File: config.mk
export PLATFORM = sky130hd
export DESIGN_NAME = branch_redirect_ctrl
export DESIGN_NICKNAME = d
export VERILOG_FILES = /design/src/rtl/branch_redirect_ctrl_pkg.sv /design/src/rtl/branch_redirect_ctrl.sv
export SDC_FILE = /design/constraint.sdc
export NUM_CORES = 1
export LEC_CHECK = 0
export CAP_MARGIN = 25
export CORE_MARGIN = 3
export CORE_UTILIZATION = 46
export DETAILED_ROUTE_END_ITERATION = 10
export HOLD_SLACK_MARGIN = 0.1
export PLACE_DENSITY_LB_ADDON = 0.1
export REMOVE_ABC_BUFFERS = 1
export SLEW_MARGIN = 20
export SYNTH_ARGS = -nofsm -noshare
export SYNTH_HDL_FRONTEND = slang
export SYNTH_SLANG_ARGS = --single-unit
File: constraint.sdc
create_clock -name clk -period 4 [get_ports clk]
set_input_delay 1 -clock clk [delete_from_list [all_inputs] [get_ports clk]]
set_output_delay 1 -clock clk [all_outputs]
set_load 0.01 [all_outputs]
File: src/rtl/branch_redirect_ctrl_pkg.sv
// Shared widths, defaults and state encoding for the branch redirect controller.
package branch_redirect_ctrl_pkg;

  localparam int unsigned ADDR_W_DEF    = 16;
  localparam int unsigned FLUSH_CYC_DEF = 2;
  localparam int unsigned CNT_W_DEF     = 16;

  // Encoding is fixed so pipeline monitor/trace logic can decode it directly.
  typedef enum logic [1:0] {
    ST_IDLE     = 2'b00,
    ST_REDIRECT = 2'b01,
    ST_DRAIN    = 2'b10,
    ST_ILLEGAL  = 2'b11
  } redirect_state_e;

  // Drain counter only needs to hold FLUSH_CYC-1; keep at least one bit.
  function automatic int unsigned drain_width(input int unsigned flush_cyc);
    return (flush_cyc > 1) ? $clog2(flush_cyc) : 1;
  endfunction

endpackage

File: src/rtl/branch_redirect_ctrl.sv
// Redirects fetch after a taken exec-stage branch: squashes IF/ID/EX, hands the
// target PC to fetch over valid/ready, then drains in-flight fetches.
module branch_redirect_ctrl
  import branch_redirect_ctrl_pkg::*;
#(
  parameter int unsigned ADDR      = ADDR_W_DEF,
  parameter int unsigned FLUSH_CYC = FLUSH_CYC_DEF,
  parameter int unsigned CNT_W     = CNT_W_DEF
) (
  input  logic             clk,
  input  logic             rst,
  input  logic             branch_i,
  input  logic [ADDR-1:0]  branch_addr_i,
  input  logic             stall_i,
  input  logic             fetch_rdy_i,
  output logic             pc_load_o,
  output logic [ADDR-1:0]  pc_load_addr_o,
  output logic             flush_if_o,
  output logic             flush_id_o,
  output logic             flush_ex_o,
  output logic             busy_o,
  output logic [CNT_W-1:0] taken_cnt_o
);

  localparam int unsigned DRAIN_W = drain_width(FLUSH_CYC);

  redirect_state_e    r_state;
  logic               r_pc_load;
  logic [ADDR-1:0]    r_addr;
  logic               r_flush_if;
  logic               r_flush_id;
  logic               r_flush_ex;
  logic               r_busy;
  logic [DRAIN_W-1:0] r_drain_cnt;
  logic [CNT_W-1:0]   r_taken_cnt;

  redirect_state_e    w_state_nxt;
  logic               w_pc_load_nxt;
  logic [ADDR-1:0]    w_addr_nxt;
  logic               w_flush_if_nxt;
  logic               w_flush_id_nxt;
  logic               w_flush_ex_nxt;
  logic [DRAIN_W-1:0] w_drain_nxt;
  logic [CNT_W-1:0]   w_taken_nxt;

  // Next-state and next-output decode; every output is registered from here.
  always_comb begin
    w_state_nxt    = r_state;
    w_pc_load_nxt  = r_pc_load;
    w_addr_nxt     = r_addr;
    w_flush_if_nxt = 1'b0;
    w_flush_id_nxt = 1'b0;
    w_flush_ex_nxt = 1'b0;
    w_drain_nxt    = r_drain_cnt;
    w_taken_nxt    = r_taken_cnt;

    case (r_state)
      ST_IDLE: begin
        if (branch_i && !stall_i) begin
          w_state_nxt    = ST_REDIRECT;
          w_pc_load_nxt  = 1'b1;
          w_addr_nxt     = branch_addr_i;
          w_flush_if_nxt = 1'b1;
          w_flush_id_nxt = 1'b1;
          w_flush_ex_nxt = 1'b1;
          w_taken_nxt    = r_taken_cnt + CNT_W'(1);
        end
      end
      ST_REDIRECT: begin
        // Branches seen while busy come from squashed instructions: ignored.
        if (r_pc_load && fetch_rdy_i) begin
          w_pc_load_nxt = 1'b0;
          if (FLUSH_CYC > 0) begin
            w_state_nxt    = ST_DRAIN;
            w_drain_nxt    = DRAIN_W'(FLUSH_CYC - 1);
            w_flush_if_nxt = 1'b1;
          end else begin
            w_state_nxt = ST_IDLE;
          end
        end else begin
          w_flush_if_nxt = 1'b1;
        end
      end
      ST_DRAIN: begin
        if (r_drain_cnt == '0) begin
          w_state_nxt = ST_IDLE;
        end else begin
          w_drain_nxt    = r_drain_cnt - DRAIN_W'(1);
          w_flush_if_nxt = 1'b1;
        end
      end
      default: begin
        w_state_nxt   = ST_IDLE;
        w_pc_load_nxt = 1'b0;
        w_drain_nxt   = '0;
      end
    endcase
  end

  // State and output registers with synchronous reset.
  always_ff @(posedge clk) begin
    if (rst) begin
      r_state     <= ST_IDLE;
      r_pc_load   <= 1'b0;
      r_addr      <= '0;
      r_flush_if  <= 1'b0;
      r_flush_id  <= 1'b0;
      r_flush_ex  <= 1'b0;
      r_busy      <= 1'b0;
      r_drain_cnt <= '0;
      r_taken_cnt <= '0;
    end else begin
      r_state     <= w_state_nxt;
      r_pc_load   <= w_pc_load_nxt;
      r_addr      <= w_addr_nxt;
      r_flush_if  <= w_flush_if_nxt;
      r_flush_id  <= w_flush_id_nxt;
      r_flush_ex  <= w_flush_ex_nxt;
      r_busy      <= (w_state_nxt != ST_IDLE);
      r_drain_cnt <= w_drain_nxt;
      r_taken_cnt <= w_taken_nxt;
    end
  end

  assign pc_load_o      = r_pc_load;
  assign pc_load_addr_o = r_addr;
  assign flush_if_o     = r_flush_if;
  assign flush_id_o     = r_flush_id;
  assign flush_ex_o     = r_flush_ex;
  assign busy_o         = r_busy;
  assign taken_cnt_o    = r_taken_cnt;

endmodule
* Yosys cells after proc, flatten, opt, wreduce, memory -nomap -nowiden *
Index checks and enable logic that the tools add are counted.

storage, ports and cells
  register bits after elaboration = 39
  latch bits = 0
  RAM bits = 0
  bits in read-only memories = 0
  input bits = 21
  output and inout port bits = 37
  word-level logic and storage cells = 38
  memories = 0

operators by class
  add/sub/neg operators = 2
  multiply operators = 0
  divide/modulo/power cells = 0
  $lt $le $gt $ge = 0
  eq/ne operators = 4
  shift-type cells = 0
  muxes and demuxes = 13
  bitwise operators = 2
  reductions and logical operators = 9

operators with widths
  operator               count
  $add 16x1->16 const B  1
  $pmux 1 s3             3
  $mux 1                 6
  $mux 2                 3
  $pmux 2 s3             1
  $ne 2x2->1 const B     2
  $reduce_and 2->1       2
  $reduce_and 3->1       1
  $eq 2x1->1 const B     1
  $eq 2x2->1 const B     1
  $logic_and 1x1->1      2
  $logic_not 2->1        1
  $not 1->1              2
  $reduce_bool 2->1      1
  $reduce_or 2->1        1
  $logic_not 1->1        1
  $sub 1x1->1 const B    1

* Logic depth before layout (Yosys ltp) *
Gate-level depths: netlist (run 1).

  depth in word-level cells = 5
  gate-level depth with buffers = 6
  mapped depth without buffers = 5

* Worst setup path before layout (run 1) *
No wires, ideal clock.

  path kind = input to register
  start = input stall_i
  end = register r_taken_cnt[11], in the netlist taken_cnt_o[11]
  setup time = 0.121 ns
  data arrival time = 2.361 ns
  data required time = 3.879 ns
  setup slack = 1.518 ns
  cell stages on the path = 5
  buffers on the path = 1
  cells stage by stage = or4b_1 -> buf_4 -> nor4_4 -> nand3_2 -> mux2_4

on the way
  cells in the longest elaborated chain, start to end = 3

ends and longest elaborated chain
  item                               RTL line                     RTL
  start: declaration                 branch_redirect_ctrl.sv:14   input logic stall_i,
  $logic_not 1->1                    branch_redirect_ctrl.sv:59   if (branch_i && !stall_i) begin
  $logic_and 1x1->1                  branch_redirect_ctrl.sv:59
  $reduce_and 2->1 (no source line)  n/a
  end signal: assignment             branch_redirect_ctrl.sv:121  r_taken_cnt <= w_taken_nxt;
  end: declaration                   branch_redirect_ctrl.sv:35   logic [CNT_W-1:0] r_taken_cnt;

Every way passes these cells.
A chain may end at the register's enable or synchronous reset.

* Worst setup path in the final report (run 1) *
Ends and elaborated chain as after synthesis.

==> flow_summary.ini, run 1 <==
[synth]
async_flop_share_pct = 0
ys_types = 31
ys_warn_count = 0
syn_area_per_cell_um2 = 8.49
synth_edf_count = 0
ys_seq_area_share_pct = 50.5
synth.area.top_cells = dfxtp_1, nand2_1, a21oi_1
syn_inst = 182
mappedNetlistArea_um2 = 1550
yosys_register_bits = 39
ys.flop_type = dfxtp_1
synth_top_area_cell = dfxtp_1
synth_top_area_share_pct = 50.5

[worst_setup_path]
cp-start-kind = primary input
reg2regPathDepth = 4
cp.arrival_ps = 3070
cp-endpoint = taken_cnt_o[11]$_SDFFE_PP0P_
critPathKind = in -> reg
r2r_end = taken_cnt_o[11]$_SDFFE_PP0P_
cp-end-kind = flop
startpoint = stall_i
crit_fanout = 12
rrSetupSlack_ps = 1870
r2r-start = r_state[0]$_SDFF_PP0_
worstPathRequired_ps = 4250

[clocking]
cts.path.max_buffers = 2
cts_hold_buf = 0
clock_sinks = 39
h-tree-depth = 2
clk_latency_ps = 340
post_cts_buffers = 0
root_buffer = clkbuf_4
numCtsBuffers = 5
cts_tree = built
cts_resized = 0
clk_pin_slew_ps = 120

[global_routing]
grt_first_pass_wirelength_um = 6420
grt-ovfl-total = 0
grt_pass1_vias = 1450
grt_max_degree = 31
grt_antenna_before_repair = 0
grt.total_usage_pct = 19.7

[routing]
drc = 0
vias_per_cell = 5.19
final_antenna_net_count = 0
vias = 1475
drtIter0Drc = 46
drt-pass1-iter-count = 4
wl_um = 3800
avgRoutedWirePerCell_um = 13.4

[finish]
fin_cells = 284
mostFrequentLayoutCells = clkdlybuf4s50_1, nand2_1, dfxtp_1, a21oi_1, nor2_1
fillers = 273
fin_util_pct = 70.5
drive_gt1_share_pct = 6.67
multi_input_area_um2 = 714
area_delta_synth_final_pct = 42.7
layout_commonest_cell = clkdlybuf4s50_1
seq_area_um2 = 781
fin_nets = 261
antennaDiodeCount = 0

[place]
dp_slack_ps = 815
dp.cells = 276
portBuffers = 57
gp_congestion = 0.804
hpwl_um = 2800

[floorplan]
io_pins = 58
chipWidth_um = 64.0
initial_utilization_pct = 49.4
die_height_um = 64.0
dieArea_um2 = 4090
coreArea_um2 = 3130
rows = 20

[pwr]
max-vdd-ir-drop_mv = 0.228
internal_power_uw = 519
p_clk_share_pct = 28.0
leakagePower_uw = 0.000753
p_sw_share_pct = 24.9
pwr-share-comb_pct = 12.8
total_power_uw = 691
p_seq_share_pct = 59.2
powerDensity_nw_per_um2 = 313
p_switching_uw = 172

[sta]
fin_tns_setup_ps = 0
setup_violations = 0
hold_viol = 0
worstMarginPinSlew_ps = 559
layout_worst_path_cycle_share_pct = 70.5
fin_worst_skew_ps = 13.8
max_freq_ghz = 0.355
worst_slack_ps = 1180
slew_violations = 0
period_needed_ps = 2820
relSlewSlack_pct = 62.4
rsz0062_at_grt = no

[worst_hold_path]
hold_class = reg -> reg

[job]
cap_violations = 0

[run_status]
status = complete, no violations
-- state kept, by name, summed over array words and instances (netlist names) --
name / flops
busy_o: 1
flush_ex_o: 1
flush_if_o: 1
pc_load_addr_o: 16
pc_load_o: 1
r_drain_cnt: 1
r_state: 2
taken_cnt_o: 16
-- logic make-up after synthesis --
family	count (synthesis)	synth area share, %
compound gates	33	11.7
xor+xnor	9	5.10
fa+ha+maj	1	0.810
buf+inv	13	3.64
flops	39	50.5
mux	2	1.70
simple gates	85	26.5
-- final cells by class --
class | instances | area share (%)
clock buffer | 7 | 2.04
sequential | 39 | 35.4
timing repair buffer | 60 | 26.9
inverter | 3 | 0.511
multi-input combinational | 130 | 32.4
tap | 44 | 2.50
clock inverter | 1 | 0.227
-- routing by layer --
layer | track usage, % | share of wire [%] | wire (µm)
met2 | 36.1 | 52 | 1960
met3 | 6.15 | 6.8 | 259
met1 | 21.4 | 40 | 1530
met4 | 5.66 | 1.3 | 51
met5 | 0 | 0 | 0
-- per-stage QoR --
stage	instance area (µm²)	hold WS (ps)
2_1_floorplan	1500	474
3_3_place_gp	2150	442
3_5_place_dp	2150	449
4_1_cts	2200	463
5_1_grt	2200	485
6_report	2200	462
-- worst max-delay path, cell delays in order --
cell	delay (ps)
clkdlybuf4s50_1	450
or4b_1	740
nor4_4	450
nand3_2	120
mux2_4	300
-- power groups by stage --
| stage | combinational (µW) | sequential, µW | clock [µW] |
|---|---|---|---|
| after floorplan | 24.3 | 423 | 0 |
| after global placement | 86.3 | 417 | 0 |
| after detailed placement | 88.7 | 418 | 0 |
| after CTS | 89.5 | 409 | 194 |
| after global routing | 96.6 | 411 | 211 |
| final | 88.5 | 409 | 193 |
-- synthesized netlist by cell type (2+ instances only) --
master,instances
xor2_1,2
nand3_1,6
o31ai_1,2
or4_1,2
inv_1,3
nand4_1,3
xnor2_1,7
dfxtp_1,39
nor2_1,17
a21oi_1,26
nor4_1,2
nand2_1,39
nand3b_1,2
clkbuf_1,8
nor2b_1,4
nor3_1,4
buf_4,2
-- how the worst min path moves through the flow --
stage          cells after the start  slack, ps                       startpoint                         endpoint
6_report                           2        460  pc_load_addr_o[14]$_SDFFE_PP0P_  pc_load_addr_o[14]$_SDFFE_PP0P_
5_1_grt                            2        480  pc_load_addr_o[13]$_SDFFE_PP0P_  pc_load_addr_o[13]$_SDFFE_PP0P_
4_1_cts                            2        460  pc_load_addr_o[14]$_SDFFE_PP0P_  pc_load_addr_o[14]$_SDFFE_PP0P_
3_5_place_dp                       2        450  pc_load_addr_o[14]$_SDFFE_PP0P_  pc_load_addr_o[14]$_SDFFE_PP0P_
3_3_place_gp                       2        440   pc_load_addr_o[8]$_SDFFE_PP0P_   pc_load_addr_o[8]$_SDFFE_PP0P_
2_1_floorplan                      2        470   pc_load_addr_o[0]$_SDFFE_PP0P_   pc_load_addr_o[0]$_SDFFE_PP0P_
No activity file was read; power rests on OpenSTA's default activity.
==> run 2: changes to the inputs <==
--- a/config.mk
+++ b/config.mk
@@ -7,7 +7,7 @@
 export LEC_CHECK = 0
 export CAP_MARGIN = 25
 export CORE_MARGIN = 3
-export CORE_UTILIZATION = 46
+export CORE_UTILIZATION = 39
 export DETAILED_ROUTE_END_ITERATION = 10
 export HOLD_SLACK_MARGIN = 0.1
 export PLACE_DENSITY_LB_ADDON = 0.1
==> constraint.sdc (replaced) <==
create_clock -name clk -period 2.5 [get_ports clk]
set_input_delay 0.625 -clock clk [delete_from_list [all_inputs] [get_ports clk]]
set_output_delay 0.625 -clock clk [all_outputs]
set_load 0.01 [all_outputs]
==> flow_summary.ini, run 2 (synthesis gave the netlist of run 1 again) <==
[run_status]
status = complete, no violations

[finish]
area_delta_synth_final_pct = 47.0
fin_util_pct = 60.7
fin_cells = 292
drive_gt1_share_pct = 8.20
mostFrequentLayoutCells = clkdlybuf4s50_1, nand2_1, dfxtp_1, a21oi_1, nor2_1
layout_commonest_cell = clkdlybuf4s50_1
fin_nets = 265
antennaDiodeCount = 0

[routing]
wl_um = 3660
drt-pass1-iter-count = 4
drc = 0
final_antenna_net_count = 0
drtIter0Drc = 45
vias_per_cell = 4.87
avgRoutedWirePerCell_um = 12.5
vias = 1421

[global_routing]
grt-ovfl-total = 0
grt_first_pass_wirelength_um = 6090
grt.met3_usage_pct = 6.00
grtUsageMet2_pct = 29.4
top_usage_layer = met2
grt_pass1_vias = 1343
grt_max_degree = 25
grt.total_usage_pct = 17.3
grt_antenna_before_repair = 0
grtUsageMet1_pct = 20.1

[worst_setup_path]
crit_fanout = 3
worstPathRequired_ps = 2670
critPathKind = in -> reg
cp-end-kind = flop
cpMaxStageDelayCell = or4b_1
crit_path_max_incr_delay_ps = 600
worstPathCellList = clkdlybuf4s50_1 > or4b_1 > nor4_4 > nand3_2 > mux2_4
cp.arrival_ps = 2460
cp-start-kind = primary input

[floorplan]
chipWidth_um = 68.9
die_height_um = 68.9
initial_utilization_pct = 41.3
rows = 22
io_pins = 58
dieArea_um2 = 4750
coreArea_um2 = 3740

[sta]
setup_violations = 0
layout_worst_path_cycle_share_pct = 91.3
max_freq_ghz = 0.438
hold_viol = 0
fin_worst_skew_ps = 5.05
relSlewSlack_pct = 69.8
period_needed_ps = 2280
rsz0062_at_grt = no
slew_violations = 0
worstMarginPinSlew_ps = 449
fin_tns_setup_ps = 0

[place]
portBuffers = 57
hpwl_um = 2710
dp.cells = 284
gp_congestion = 0.806

[worst_hold_path]
hold_class = reg -> reg

[clocking]
cts_hold_buf = 0
numCtsBuffers = 5
post_cts_buffers = 0
cts_tree = built
clk_latency_ps = 280
cts.path.max_buffers = 2
cts_resized = 0
clock_sinks = 39
h-tree-depth = 2
clk_pin_slew_ps = 70
root_buffer = clkbuf_8

[pwr]
powerDensity_nw_per_um2 = 527
max-vdd-ir-drop_mv = 0.349
leakagePower_uw = 0.000786

[job]
cap_violations = 0
-- run 2: changes by cell type in the layout (fill, tap and decap cells not counted) --
cell,change
buf_4,+4
clkbuf_4,-5
clkbuf_8,+5
-- run 2: report_power, final --
part           internal, µW  switching [µW]  total, µW
clock network           196             202        398
registers               641            13.5        655
logic                  81.0            62.2        143
total                   918             278       1200
-- run 2: area by class of cell --
| type | count | area, µm² |
|---|---|---|
| Clock inverter | 1 | 5.00 |
| Inverter | 3 | 11.3 |
| Tap cell | 48 | 60.1 |
| Sequential cell | 39 | 781 |
| Timing Repair Buffer | 64 | 623 |
| Fill cell | 359 | 1470 |
| Clock buffer | 7 | 76.3 |
| Multi-Input combinational cell | 130 | 714 |
-- run 2: through the flow --
stage	hold slack, ps	cell area, µm²	total power (µW)	worst slack [ps]
after floorplan	474	1500	715	-1010
after global placement	441	2190	811	-27.6
after detailed placement	447	2190	813	-70.6
after CTS	457	2270	1210	210
after global routing	472	2270	1250	134
final	455	2270	1200	218
-- run 2: worst max-delay path: cells and delay by family --
family | cells | cell delay (ps)
buf+inv | 1 | 450
mux | 1 | 310
simple gates | 3 | 1080
-- run 2: routing by layer --
layer  routed length (µm)  up-vias
li1                     -      734
met1                 1570      646
met2                 1800       35
met3                  240        6
met4                   46        0
met5                    0        -
-- run 2: final timing paths --
check / startpoint / endpoint / slack [ps] / cells after the start
worst min-delay path: pc_load_addr_o[12]$_SDFFE_PP0P_ / pc_load_addr_o[12]$_SDFFE_PP0P_ / 450 / 2
worst max register to register: r_state[0]$_SDFF_PP0_ / taken_cnt_o[11]$_SDFFE_PP0P_ / 590 / 4
worst min register to register: pc_load_addr_o[12]$_SDFFE_PP0P_ / pc_load_addr_o[12]$_SDFFE_PP0P_ / 450 / 2
worst max-delay path: stall_i / taken_cnt_o[11]$_SDFFE_PP0P_ / 220 / 5
